==> src/rtl/cesel_pkg.sv <==
`default_nettype none
// +------------------------------------------------------------------+
// | Package : cesel_pkg                                              |
// | Shared scheduler types: regfile width, FSM states, decoded op.   |
// | Revision: 1.0                                                    |
// +------------------------------------------------------------------+
package cesel_pkg;

  localparam int REGFILE_ADDR_BITS = 4;

  typedef enum logic [1:0] {
    RUN    = 2'd0,
    DRAIN  = 2'd1,
    HALTED = 2'd2
  } sched_state_e;

  // Field layout mirrors the decode stage outputs.
  typedef struct packed {
    logic [REGFILE_ADDR_BITS-1:0] read1_addr;
    logic [REGFILE_ADDR_BITS-1:0] read2_addr;
    logic [REGFILE_ADDR_BITS-1:0] write_addr;
    logic                         write_en;
    logic                         use_immediate;
    logic                         use_accumulate;
    logic                         halt;
  } decoded_op_t;

endpackage : cesel_pkg
`default_nettype wire

==> src/rtl/issue_scoreboard.sv <==
`default_nettype none
// +------------------------------------------------------------------+
// | Module  : issue_scoreboard                                       |
// | Stalls issue on RAW/WAW hazards or a full in-flight window and   |
// | drains outstanding writebacks on halt before parking.            |
// | Revision: 1.0                                                    |
// +------------------------------------------------------------------+
module issue_scoreboard
  import cesel_pkg::*;
#(
  parameter  int REGFILE_ADDR_BITS = cesel_pkg::REGFILE_ADDR_BITS,
  parameter  int MAX_INFLIGHT      = 4,
  localparam int INFLIGHT_BITS     = $clog2(MAX_INFLIGHT + 1)
) (
  input  logic                         clock,
  input  logic                         reset,
  input  logic                         in_valid,
  output logic                         in_ready,
  input  logic [REGFILE_ADDR_BITS-1:0] in_read1_addr,
  input  logic [REGFILE_ADDR_BITS-1:0] in_read2_addr,
  input  logic [REGFILE_ADDR_BITS-1:0] in_write_addr,
  input  logic                         in_write_en,
  input  logic                         in_use_immediate,
  input  logic                         in_use_accumulate,
  input  logic                         in_halt,
  output logic                         issue_valid,
  input  logic                         wb_valid,
  input  logic [REGFILE_ADDR_BITS-1:0] wb_addr,
  output logic [INFLIGHT_BITS-1:0]     inflight,
  output logic                         halted,
  output logic                         wb_error
);

  localparam int                     c_NUM_REGS = 2 ** REGFILE_ADDR_BITS;
  localparam logic [INFLIGHT_BITS-1:0] c_MAX    = INFLIGHT_BITS'(MAX_INFLIGHT);

  sched_state_e              r_state, w_state_next;
  logic [c_NUM_REGS-1:0]     r_pending, w_pending_next;
  logic [INFLIGHT_BITS-1:0]  r_inflight, w_inflight_next;
  logic                      r_wb_error, w_wb_error_next;

  logic w_raw, w_waw, w_full, w_accept, w_retire, w_wb_underflow;

  // Hazards look only at registered pending bits; a same-cycle wb does not bypass.
  always_comb begin
    w_raw    = (!in_use_immediate && (r_pending[in_read1_addr] || r_pending[in_read2_addr]))
             || (in_use_accumulate && r_pending[in_write_addr]);
    w_waw    = in_write_en && r_pending[in_write_addr];
    w_full   = (r_inflight == c_MAX);
    in_ready = (r_state == RUN) && (in_halt || !(w_raw || w_waw || w_full));
    w_accept = in_valid && in_ready;
    issue_valid = w_accept && !in_halt;
  end

  always_comb begin
    w_wb_underflow  = wb_valid && (r_inflight == '0);
    w_retire        = wb_valid && (r_inflight != '0);
    w_wb_error_next = r_wb_error || w_wb_underflow;

    w_inflight_next = r_inflight;
    if (issue_valid && !w_retire) begin
      w_inflight_next = r_inflight + 1'b1;
    end else if (!issue_valid && w_retire) begin
      w_inflight_next = r_inflight - 1'b1;
    end

    // WAW blocks issue, so a clear and a set never target the same bit.
    w_pending_next = r_pending;
    if (wb_valid) begin
      w_pending_next[wb_addr] = 1'b0;
    end
    if (issue_valid && in_write_en) begin
      w_pending_next[in_write_addr] = 1'b1;
    end

    w_state_next = r_state;
    case (r_state)
      RUN:     if (w_accept && in_halt) w_state_next = DRAIN;
      DRAIN:   if (w_inflight_next == '0) w_state_next = HALTED;
      HALTED:  w_state_next = HALTED;
      default: w_state_next = RUN;
    endcase
  end

  always_ff @(posedge clock) begin
    if (reset) begin
      r_state    <= RUN;
      r_pending  <= '0;
      r_inflight <= '0;
      r_wb_error <= 1'b0;
    end else begin
      r_state    <= w_state_next;
      r_pending  <= w_pending_next;
      r_inflight <= w_inflight_next;
      r_wb_error <= w_wb_error_next;
    end
  end

  assign inflight = r_inflight;
  assign halted   = (r_state == HALTED);
  assign wb_error = r_wb_error;

endmodule : issue_scoreboard
`default_nettype wire
==> config.mk <==
export PLATFORM = sky130hd
export DESIGN_NAME = issue_scoreboard
export DESIGN_NICKNAME = d
export VERILOG_FILES = /design/src/rtl/cesel_pkg.sv /design/src/rtl/issue_scoreboard.sv
export SDC_FILE = /design/constraint.sdc
export NUM_CORES = 1
export LEC_CHECK = 0
export BUFFER_PORTS_ARGS = -buffer_cell sky130_fd_sc_hd__buf_4
export CAP_MARGIN = 15
export CORE_UTILIZATION = 25
export CTS_BUF_LIST = sky130_fd_sc_hd__clkbuf_8
export DETAILED_ROUTE_END_ITERATION = 10
export SYNTH_ARGS = -nofsm -noshare
export SYNTH_HDL_FRONTEND = slang
export SYNTH_SLANG_ARGS = --single-unit
export TNS_END_PERCENT = 20
==> constraint.sdc <==
create_clock -name clock -period 2.3 [get_ports clock]
set_input_delay 0.345 -clock clock [delete_from_list [all_inputs] [get_ports clock]]
set_output_delay 0.345 -clock clock [all_outputs]
set_load 0.02 [all_outputs]
Word-level counts from Yosys, hierarchy flattened:

Index checks and enable logic that the tools add are counted.

* register bits after elaboration: 22
* input bits: 24

* $add $sub $neg: 2
* magnitude comparators: 6
* equality and inequality tests: 5
* muxes and demuxes: 17
* bitwise logic cells: 3
* reduce and logical (&&, ||, !) cells: 30

Operator list (number)
* 2-to-1 mux 16 bit: 2
* < comparator 4 x 5 -> 1 bit (second input constant): 4
* AND 16 bit: 1
* inverter 16 bit: 1
* OR 16 bit: 1
* logical AND 1 bit: 14
* binary-select mux 1 bit (select 4 bit): 3
* demux 1 bit (select 4 bit): 2
* greater-or-equal comparator 4 x 1 -> 1 bit (second input constant): 2
* logical NOT 3 bit: 2
* logical OR 1 bit: 6
* 2-to-1 mux 3 bit: 2
* one-hot mux 2 bit (3 select lines): 1
* logical NOT 1 bit: 5
* 2-to-1 mux 1 bit: 5
* 2-to-1 mux 2 bit: 2
* adder 3 x 1 -> 3 bit (second input constant): 1
* == test 3 bit (second input constant): 1
* nonzero test 3 bit: 1
* subtractor 3 x 1 -> 3 bit (second input constant): 1
* == test 2 x 1 -> 1 bit (second input constant): 1
* == test 2 bit (second input constant): 1
* logical NOT 2 bit: 1
* inequality test 2 x 1 -> 1 bit (second input constant): 1
* 2 further kinds: 2

Logic depth before layout (Yosys ltp):

Gate-level depths: netlist of run 1.

* depth in word-level cells: 19
* mapped depth: 9
* depth with buffers taken out: 9

Worst setup path before layout of run 1:

No wires, ideal clock.

* path type: input to register
* start point: input in_write_addr[1]
* end point: register r_state[0]
* arrival: 2302 ps
* data required time: 2205 ps
* slack: -97 ps
* stages: 9
* path through: buf_2 -> mux4_2 -> nand2_1 -> a211o_1 -> nand3_1 -> nor2_1 -> o221ai_2 -> o21a_1 -> o311ai_1

* cells in the longest elaborated chain, start to end: 18
* elaborated cells between the ends (all ways): 22
* classes of those cells: 2 x eq/ne; 4 x mux; 16 x reduce/logical

RTL lines
* start, declared: line issue_scoreboard.sv:21 `input logic [REGFILE_ADDR_BITS-1:0] in_write_addr,`
* binary-select mux 1 bit (select 4 bit) (*): line issue_scoreboard.sv:47, issue_scoreboard.sv:48
* 2-to-1 mux 1 bit (implied by the code) (*): line issue_scoreboard.sv:47, issue_scoreboard.sv:48
* logical AND 1 bit: line issue_scoreboard.sv:47 `|| (in_use_accumulate && r_pending[in_write_addr]);`
* logical OR 1 bit: line issue_scoreboard.sv:47
* logical OR 1 bit (*) (2 in a row): line issue_scoreboard.sv:50 `in_ready = (r_state == RUN) && (in_halt || !(w_raw || w_waw || w_full));`
* logical NOT 1 bit (*): line issue_scoreboard.sv:50
* logical OR 1 bit (*): line issue_scoreboard.sv:50
* logical AND 1 bit (*): line issue_scoreboard.sv:50
* [... 2 more ...]
* via issue_valid: line issue_scoreboard.sv:26 `output logic issue_valid,`
* logical NOT 1 bit: line issue_scoreboard.sv:63 `end else if (!issue_valid && w_retire) begin`
* logical AND 1 bit: line issue_scoreboard.sv:63
* 2-to-1 mux 3 bit: line issue_scoreboard.sv:63
* 2-to-1 mux 3 bit (*): line issue_scoreboard.sv:61 `if (issue_valid && !w_retire) begin`
* logical NOT 3 bit (*): line issue_scoreboard.sv:79 `DRAIN: if (w_inflight_next == '0) w_state_next = HALTED;`
* inequality test 2 bit (no line) (*)
* AND reduction 2 bit (no line) (*)
* end signal, assigned: line issue_scoreboard.sv:92 `r_state <= w_state_next;`
* end, declared: line issue_scoreboard.sv:37 `sched_state_e r_state, w_state_next;`

The timed path passes the listed nets; every way through them passes the cells marked *. The select of a mux whose other input is x is not followed.
A chain may end at the register's enable or synchronous reset.

Worst setup path in the final report of run 1:

* start point: register r_pending[2]
* end point: output in_ready

* cells in the longest elaborated chain, start to end: 10
* elaborated cells between the ends (all ways): 16
* classes of those cells: 6 x mux; 10 x reduce/logical

RTL lines
* start, declared: line issue_scoreboard.sv:38 `logic [c_NUM_REGS-1:0] r_pending, w_pending_next;`
* start signal, assigned: line issue_scoreboard.sv:93 `r_pending <= w_pending_next;`
* binary-select mux 1 bit (select 4 bit): line issue_scoreboard.sv:46 `w_raw = (!in_use_immediate && (r_pending[in_read1_addr] || r_pending[in_read2_addr]))`
* 2-to-1 mux 1 bit (implied by the code): line issue_scoreboard.sv:46
* logical OR 1 bit: line issue_scoreboard.sv:46
* logical AND 1 bit: line issue_scoreboard.sv:46
* logical OR 1 bit: line issue_scoreboard.sv:47
* logical OR 1 bit (*) (2 in a row): line issue_scoreboard.sv:50
* logical NOT 1 bit (*): line issue_scoreboard.sv:50
* logical OR 1 bit (*): line issue_scoreboard.sv:50
* logical AND 1 bit (*): line issue_scoreboard.sv:50
* end, declared: line issue_scoreboard.sv:18 `output logic in_ready,`

Mark *: on every way between the ends. The rest lies on a longest branch, timed or not. The select of a mux whose other input is x is not followed.

==> results.md, run 1 <==
* Diodes inserted at 0
* Critical path type: flip-flop to primary output
* Avg Synthesized Cell Area at 8.91 um2
* Critical Path AT at 2110 ps
* Ys flop type: dfxtp_1
* Clock sinks at 22
* Max Freq at 407 MHz
* CTS tree: built
* Max cap viols at 0
* Placed insts at 307
* Vias per cell at 5.30
* Grt ovf at 0
* Skew final at 9.40 ps
* Register area share after synthesis at 0.264
* Largest net degree at the start of global routing at 28
* H-Tree Level Count at 1
* DR pass1 iterations at 4
* Synthesized cell area at 1670 um2
* Commonest non-fill, non-tap cell in the layout: buf_4
* Final HPWL DP at 3680 um
* Initial antenna violation count at 0
* Routed vias at 1654
* Worst Tran Pin Value at 662 ps
* Status: complete, but fails checks
* Routed wire per std cell at 15.3 um
* Core area at 6390 um2
* Final wirelength at 4760 um
* Final hold vios at 0
* Die Area at 7000 um2
* Die extent in x at 83.6 um
* Initial Util at 0.261
* Worst Path Max Fanout at 4
* Remaining DRCs at 0
* GRT Util Overall at 0.140
* Slew margin rel. at 0.555
* Fin worst setup slack at -159 ps
* Post-synth EDFFs at 0
* Post-synth top area cell: dfxtp_1
* Peak supply drop at 316 uV
* Worst path slowest cell: mux4_2
* Setup WS pre-CTS at -270 ps
* Non-filler cells, final at 312
* CP endpoint kind: primary output
* Clk buf depth at 2
* CP peak stage delay at 460 ps
* Post-route ant nets at 0
* Seq cells post-synth at 22
* Critical path buffer and inverter count at 1
* Design Area, Final at 2240 um2
* RSZ-0062 raised after global routing: yes
* Top cell type's share of synthesized area at 0.264
* Syn Inst Count at 187
* Cell family with most CP delay: compound AO/OA/AOI/OAI gates
* # fillers at 651
* Area Overhead vs Synth at 34.4%
* Core Rows at 29
* Clock Latency Late Sink at 270 ps
* Vias in the first global route at 1614
* Data required, critical path at 1960 ps
* Synth warnings at 0
* PortBufs at 30
* Synth async-reset ratio at 0
* I/O pins at 31
* Leakage power at 0.868 nW
* Count of unique library cells instantiated by Yosys at 50
* Nets at 267
* GP Congestion at 0.876
* Root Buffer: clkbuf_8
* Total CTS buffers at 3
* Area after DPL at 2120 um2
* Clock slew at reported path FFs at 90 ps
* Ranking of synthesized cells by area: dfxtp_1 (26%), mux4_1 (9.5%), mux4_2 (6.8%)
* Hold Buf Count CTS at 0
* DR iter-0 viols at 117
* Reg area at 445 um2
* Fin. max-slew vios at 0
* Pwr Density at 746 nW/um2
* Final setup fails at 8
* Chip height at 83.6 um
* First-pass GRT wire length at 7920 um
* Multi-input gate area at 1220 um2
* Final period util at 1.07
* Min-Delay Path Class: input port to flip-flop
* Worst path cell trace: mux4_2 -> and3b_1 -> a21oi_2 -> a41o_2 -> and3_4 -> o21a_1 -> buf_6
* Hold slack at 420 ps
* Layout cells sized above 1 at 0.340
* Syn nets at 218
* Critical path startpoint category: flip-flop
* Period minus WS final at 2460 ps
* Failing checks: setup timing
* Leading cell types in the layout, fill and taps excluded: buf_4 (48), nand2_1 (24), dfxtp_1 (18), o21ai_0 (15), a21oi_1 (15)
[final timing paths]
check / start / endpoint / cells past startpoint / slack [ps]
min reg2reg: wb_error$_SDFF_PP0_ / wb_error$_SDFF_PP0_ / 2 / 500
min: wb_valid / wb_error$_SDFF_PP0_ / 3 / 420
max reg2reg: r_pending[15]$_SDFF_PP0_ / r_state[1]$_SDFFE_PP0P_ / 9 / -70
max: r_pending[2]$_SDFF_PP0_ / in_ready / 7 / -160
[repair_timing]
| action | in CTS | in global routing |
|---|---|---|
| hold endpoints to repair | 0 | 0 |
| setup buffers | 1 | 0 |
| gates resized for setup | 9 | 3 |
| pin swaps | 3 | 0 |
| setup endpoints to repair | 4 | 22 |
[synthesized netlist by cell type (all sizes together), types with 5 or more instances]
cell type	count
nand3	8
mux4	11
o21ai	16
inv	6
ha	7
a31oi	5
a21oi	16
nand2	24
nor2	14
dfxtp	22
[through the flow]
stage	total power, mW	utilization	TNS [ps]
after floorplan	0.982	-	0
after global placement	1.25	0.332	-1090
after detailed placement	1.27	0.332	-1260
after CTS	1.66	0.348	-408
after global routing	1.78	0.351	-3090
final	1.67	0.351	-511
[final cells by class]
type | instances | area share
Sequential cell | 22 | 0.199
Inverter | 7 | 0.0117
Tap cell | 77 | 0.0430
Timing Repair Buffer | 50 | 0.171
Clock inverter | 1 | 0.0134
Clock buffer | 3 | 0.0184
Multi-Input combinational cell | 152 | 0.544
[layer usage]
metal / GRT usage / wire (um) / vias to the layer above
met5: 0 / 0 / -
met4: 0.0447 / 55 / 0
met3: 0.0237 / 284 / 5
met2: 0.214 / 2160 / 55
met1: 0.200 / 2260 / 789
li1: - / - / 805
[sequential cells by signal (all words and copies together) (netlist names)]
name and cells:
r_pending 16, r_state 2, inflight 3, wb_error 1
[report_power, final]
group / switching (mW) / internal (mW)
clock network: 0.135 / 0.233
logic: 0.433 / 0.403
registers: 0.0428 / 0.424
[tightest hold or removal path, cell delays in order]
cell     delay [ps]
buf_4           140
a31oi_1          90
nor2_1           70
[kinds of logic after synthesis]
group | count (synthesis) | share of synthesized area
xor gates and xnor gates | 1 | 0.00526
muxes | 16 | 0.195
AOI/OAI and AO/OA | 56 | 0.227
DFF | 22 | 0.264
adders and majority gates | 7 | 0.0526
and+or+nand+nor | 72 | 0.224
buffers and inverters | 13 | 0.0308
(Power assumes the default switching activity.)
==> run 2, diff against run 1 <==
--- a/config.mk
+++ b/config.mk
@@ -5,6 +5,7 @@
 export SDC_FILE = /design/constraint.sdc
 export NUM_CORES = 1
 export LEC_CHECK = 0
+export ABC_AREA = 1
 export BUFFER_PORTS_ARGS = -buffer_cell sky130_fd_sc_hd__buf_4
 export CAP_MARGIN = 15
 export CORE_UTILIZATION = 25
==> results.md, run 2 <==
* Clock sinks at 22 (unchanged)
* R2R setup slack at 210 ps (was -70 ps)
* Remaining DRCs at 0 (unchanged)
* Post-synth EDFFs at 0 (unchanged)
* Leakage power at 1.19 nW (was 0.868 nW)
* Clock Latency Late Sink at 270 ps (about the same)
* Final hold vios at 0 (unchanged)
* Design Area, Final at 2250 um2 (was 2240 um2)
* Worst Path Max Fanout at 4 (unchanged)
* GP Congestion at 0.927 (was 0.876)
* Max Freq at 477 MHz (was 407 MHz)
* Core Rows at 30 (was 29)
* Synth async-reset ratio at 0 (unchanged)
* Die Area at 7350 um2 (was 7000 um2)
* Diodes inserted at 0 (unchanged)
* Initial antenna violation count at 0 (unchanged)
* Setup WS pre-CTS at -49.3 ps (was -270 ps)
* Skew final at 4.87 ps (was 9.40 ps)
* CTS tree: built (unchanged)
* First-pass GRT wire length at 8220 um (was 7920 um)
* Routed wire per std cell at 11.7 um (was 15.3 um)
* Syn nets at 338 (was 218)
* Final core utilization at 0.331 (was 0.351)
* CP endpoint kind: primary output (unchanged)
* Largest net degree at the start of global routing at 22 (was 28)
* Post-synth top area cell: dfxtp_1 (unchanged)
* Data required, critical path at 1960 ps (about the same)
* H-Tree Level Count at 1 (unchanged)
* Initial Util at 0.258 (was 0.261)
* Placed insts at 431 (was 307)
* Syn Inst Count at 307 (was 187)
* Area Overhead vs Synth at 28.3% (was 34.4%)
* Layout cells sized above 1 at 0.227 (was 0.340)
* Max reg flops at 16 (unchanged)
* Chip height at 85.7 um (was 83.6 um)
* Area after DPL at 2100 um2 (was 2120 um2)
* Nets at 375 (was 267)
* DR iter-0 viols at 204 (was 117)
* Most used cell, CP: nand2_1
* Clock slew at reported path FFs at 90 ps (about the same)
* Seq cells post-synth at 22 (unchanged)
* Commonest non-fill, non-tap cell in the layout: nand2_1 (was buf_4)
* PortBufs at 30 (unchanged)
* Slew margin rel. at 0.614 (was 0.555)
* Grt ovf at 0 (unchanged)
* Top-count cell post-synth: nand2_1 (unchanged)
* Synth cell count leaders: nand2_1 (94), inv_1 (45), nor2_1 (35) (was nand2_1 (24), dfxtp_1 (22), a21oi_1 (15), o21ai_0 (15), nor2_1 (14))
* DR pass1 iterations at 4 (unchanged)
* Fin. max-slew vios at 0 (unchanged)
* Worst Tran Pin Value at 575 ps (was 662 ps)
* CP peak stage delay at 330 ps (was 460 ps)
* Core area at 6790 um2 (was 6390 um2)
* Top cell type's share of synthesized area at 0.251 (was 0.264)
* Top reg by flops: r_pending (unchanged)
* Pwr Density at 701 nW/um2 (was 746 nW/um2)
* Count of unique library cells instantiated by Yosys at 23 (was 50)
* Final wirelength at 5150 um (was 4760 um)
* Register area share after synthesis at 0.251 (was 0.264)
* Critical path buffer and inverter count at 4 (was 1)
* Final period util at 0.911 (was 1.07)
* Period minus WS final at 2090 ps (was 2460 ps)
* Routed vias at 2000 (was 1654)
* Worst path slowest cell: dfxtp_1 (was mux4_2)
* I/O pins at 31 (unchanged)
* Final setup fails at 0 (was 8)
* Peak supply drop at 320 uV (was 316 uV)
* Status: complete, no violations (was complete, but fails checks)
* Setup_tns at 0 ps (was -511 ps)
* Critical path startpoint category: flip-flop (unchanged)
* GRT Util Overall at 0.141 (was 0.140)
* Clk buf depth at 2 (unchanged)
* Critical Path AT at 1750 ps (was 2110 ps)
* Leading cell types in the layout, fill and taps excluded: nand2_1 (89), buf_4 (39), inv_1 (37), nor2_1 (35), nand3_1 (29) (was buf_4 (48), nand2_1 (24), dfxtp_1 (18), o21ai_0 (15), a21oi_1 (15))
* Critical path type: flip-flop to primary output (unchanged)
* Ranking of synthesized cells by area: dfxtp_1 (25%), nand2_1 (20%), inv_1 (9.6%) (was dfxtp_1 (26%), mux4_1 (9.5%), mux4_2 (6.8%))
* Worst path cell trace: inv_1 -> nand2_1 -> nand3_1 -> nand3_1 -> nand3_1 -> nand2_1 -> inv_1 -> nand2_1 -> nand2_1 -> nand2_2 -> nand2_4 -> nand3_4 -> inv_1 -> buf_4 (was mux4_2 -> and3b_1 -> a21oi_2 -> a41o_2 -> and3_4 -> o21a_1 -> buf_6)
* Ys flop type: dfxtp_1 (unchanged)
* Final HPWL DP at 4080 um (was 3680 um)
* Synth warnings at 0 (unchanged)
* Post-route ant nets at 0 (unchanged)
* Hold Buf Count CTS at 0 (unchanged)
* Max cap viols at 0 (unchanged)
* Vias in the first global route at 1818 (was 1614)
* Die extent in x at 85.7 um (was 83.6 um)
* Total CTS buffers at 3 (unchanged)
* Non-filler cells, final at 439 (was 312)
* Min-Delay Path Class: input port to flip-flop (unchanged)
* Root Buffer: clkbuf_8 (unchanged)
* Synthesized cell area at 1750 um2 (was 1670 um2)
* Cell family with most CP delay: simple AND/OR/NAND/NOR gates (was compound AO/OA/AOI/OAI gates)
* Fin worst setup slack at 205 ps (was -159 ps)
* Vias per cell at 4.56 (was 5.30)
* Avg Synthesized Cell Area at 5.71 um2 (was 8.91 um2)
run 2: what timing repair did:
action	4_1_cts	5_1_grt
setup endpoints to repair	0	3
buffers inserted	0	4
gates resized for setup	0	25
run 2: metrics by stage:
step	power [mW]	hold slack, ps
finish	1.58	352
global route	1.70	352
CTS	1.54	355
detailed placement	1.17	452
global placement	1.16	446
floorplan	0.953	477
run 2: report_power, final:
part	leakage (nW)	switching, mW	internal (mW)
Sequential	0.181	0.0419	0.423
Clock	0.0357	0.137	0.233
Combinational	0.974	0.440	0.301
Total	1.19	0.620	0.957
run 2: worst reg2reg max path: cells and delay by family, from the launching register on:
kind          cells  cell delay [ps]
buf+inv           2              170
flops             1              330
simple gates     20             1470
run 2: logic make-up after synthesis:
family                   synth area share
AO/OA/AOI/OAI                       0.138
XOR/XNOR                          0.00500
adder cells (fa/ha/maj)            0.0500
buffers and inverters               0.138
flip-flops                          0.251
AND/OR/NAND/NOR                     0.418
run 2: worst paths after layout:
kind / startpoint / end / cells after the start
min: wb_valid / wb_error$_SDFF_PP0_ / 3
max reg2reg: r_pending[8]$_SDFF_PP0_ / r_state[0]$_SDFFE_PP0P_ / 22
min reg2reg: wb_error$_SDFF_PP0_ / wb_error$_SDFF_PP0_ / 2
max: r_pending[8]$_SDFF_PP0_ / issue_valid / 14
run 2: final cells by class:
class	instances	area, um2
timing repair buffer	39	293
clock inverter	1	30.0
sequential	22	447
clock buffer	3	41.3
inverter	54	210
multi-input combinational	224	1110
fill	762	4550
tap	96	120
run 2: per-layer routing:
layer  global-route usage  up-vias  share of wire
li1                     -     1045              -
met1                0.190      887           0.46
met2                0.229       58           0.45
met3               0.0115       10          0.066
met4               0.0606        0          0.023
met5                    0        -              0
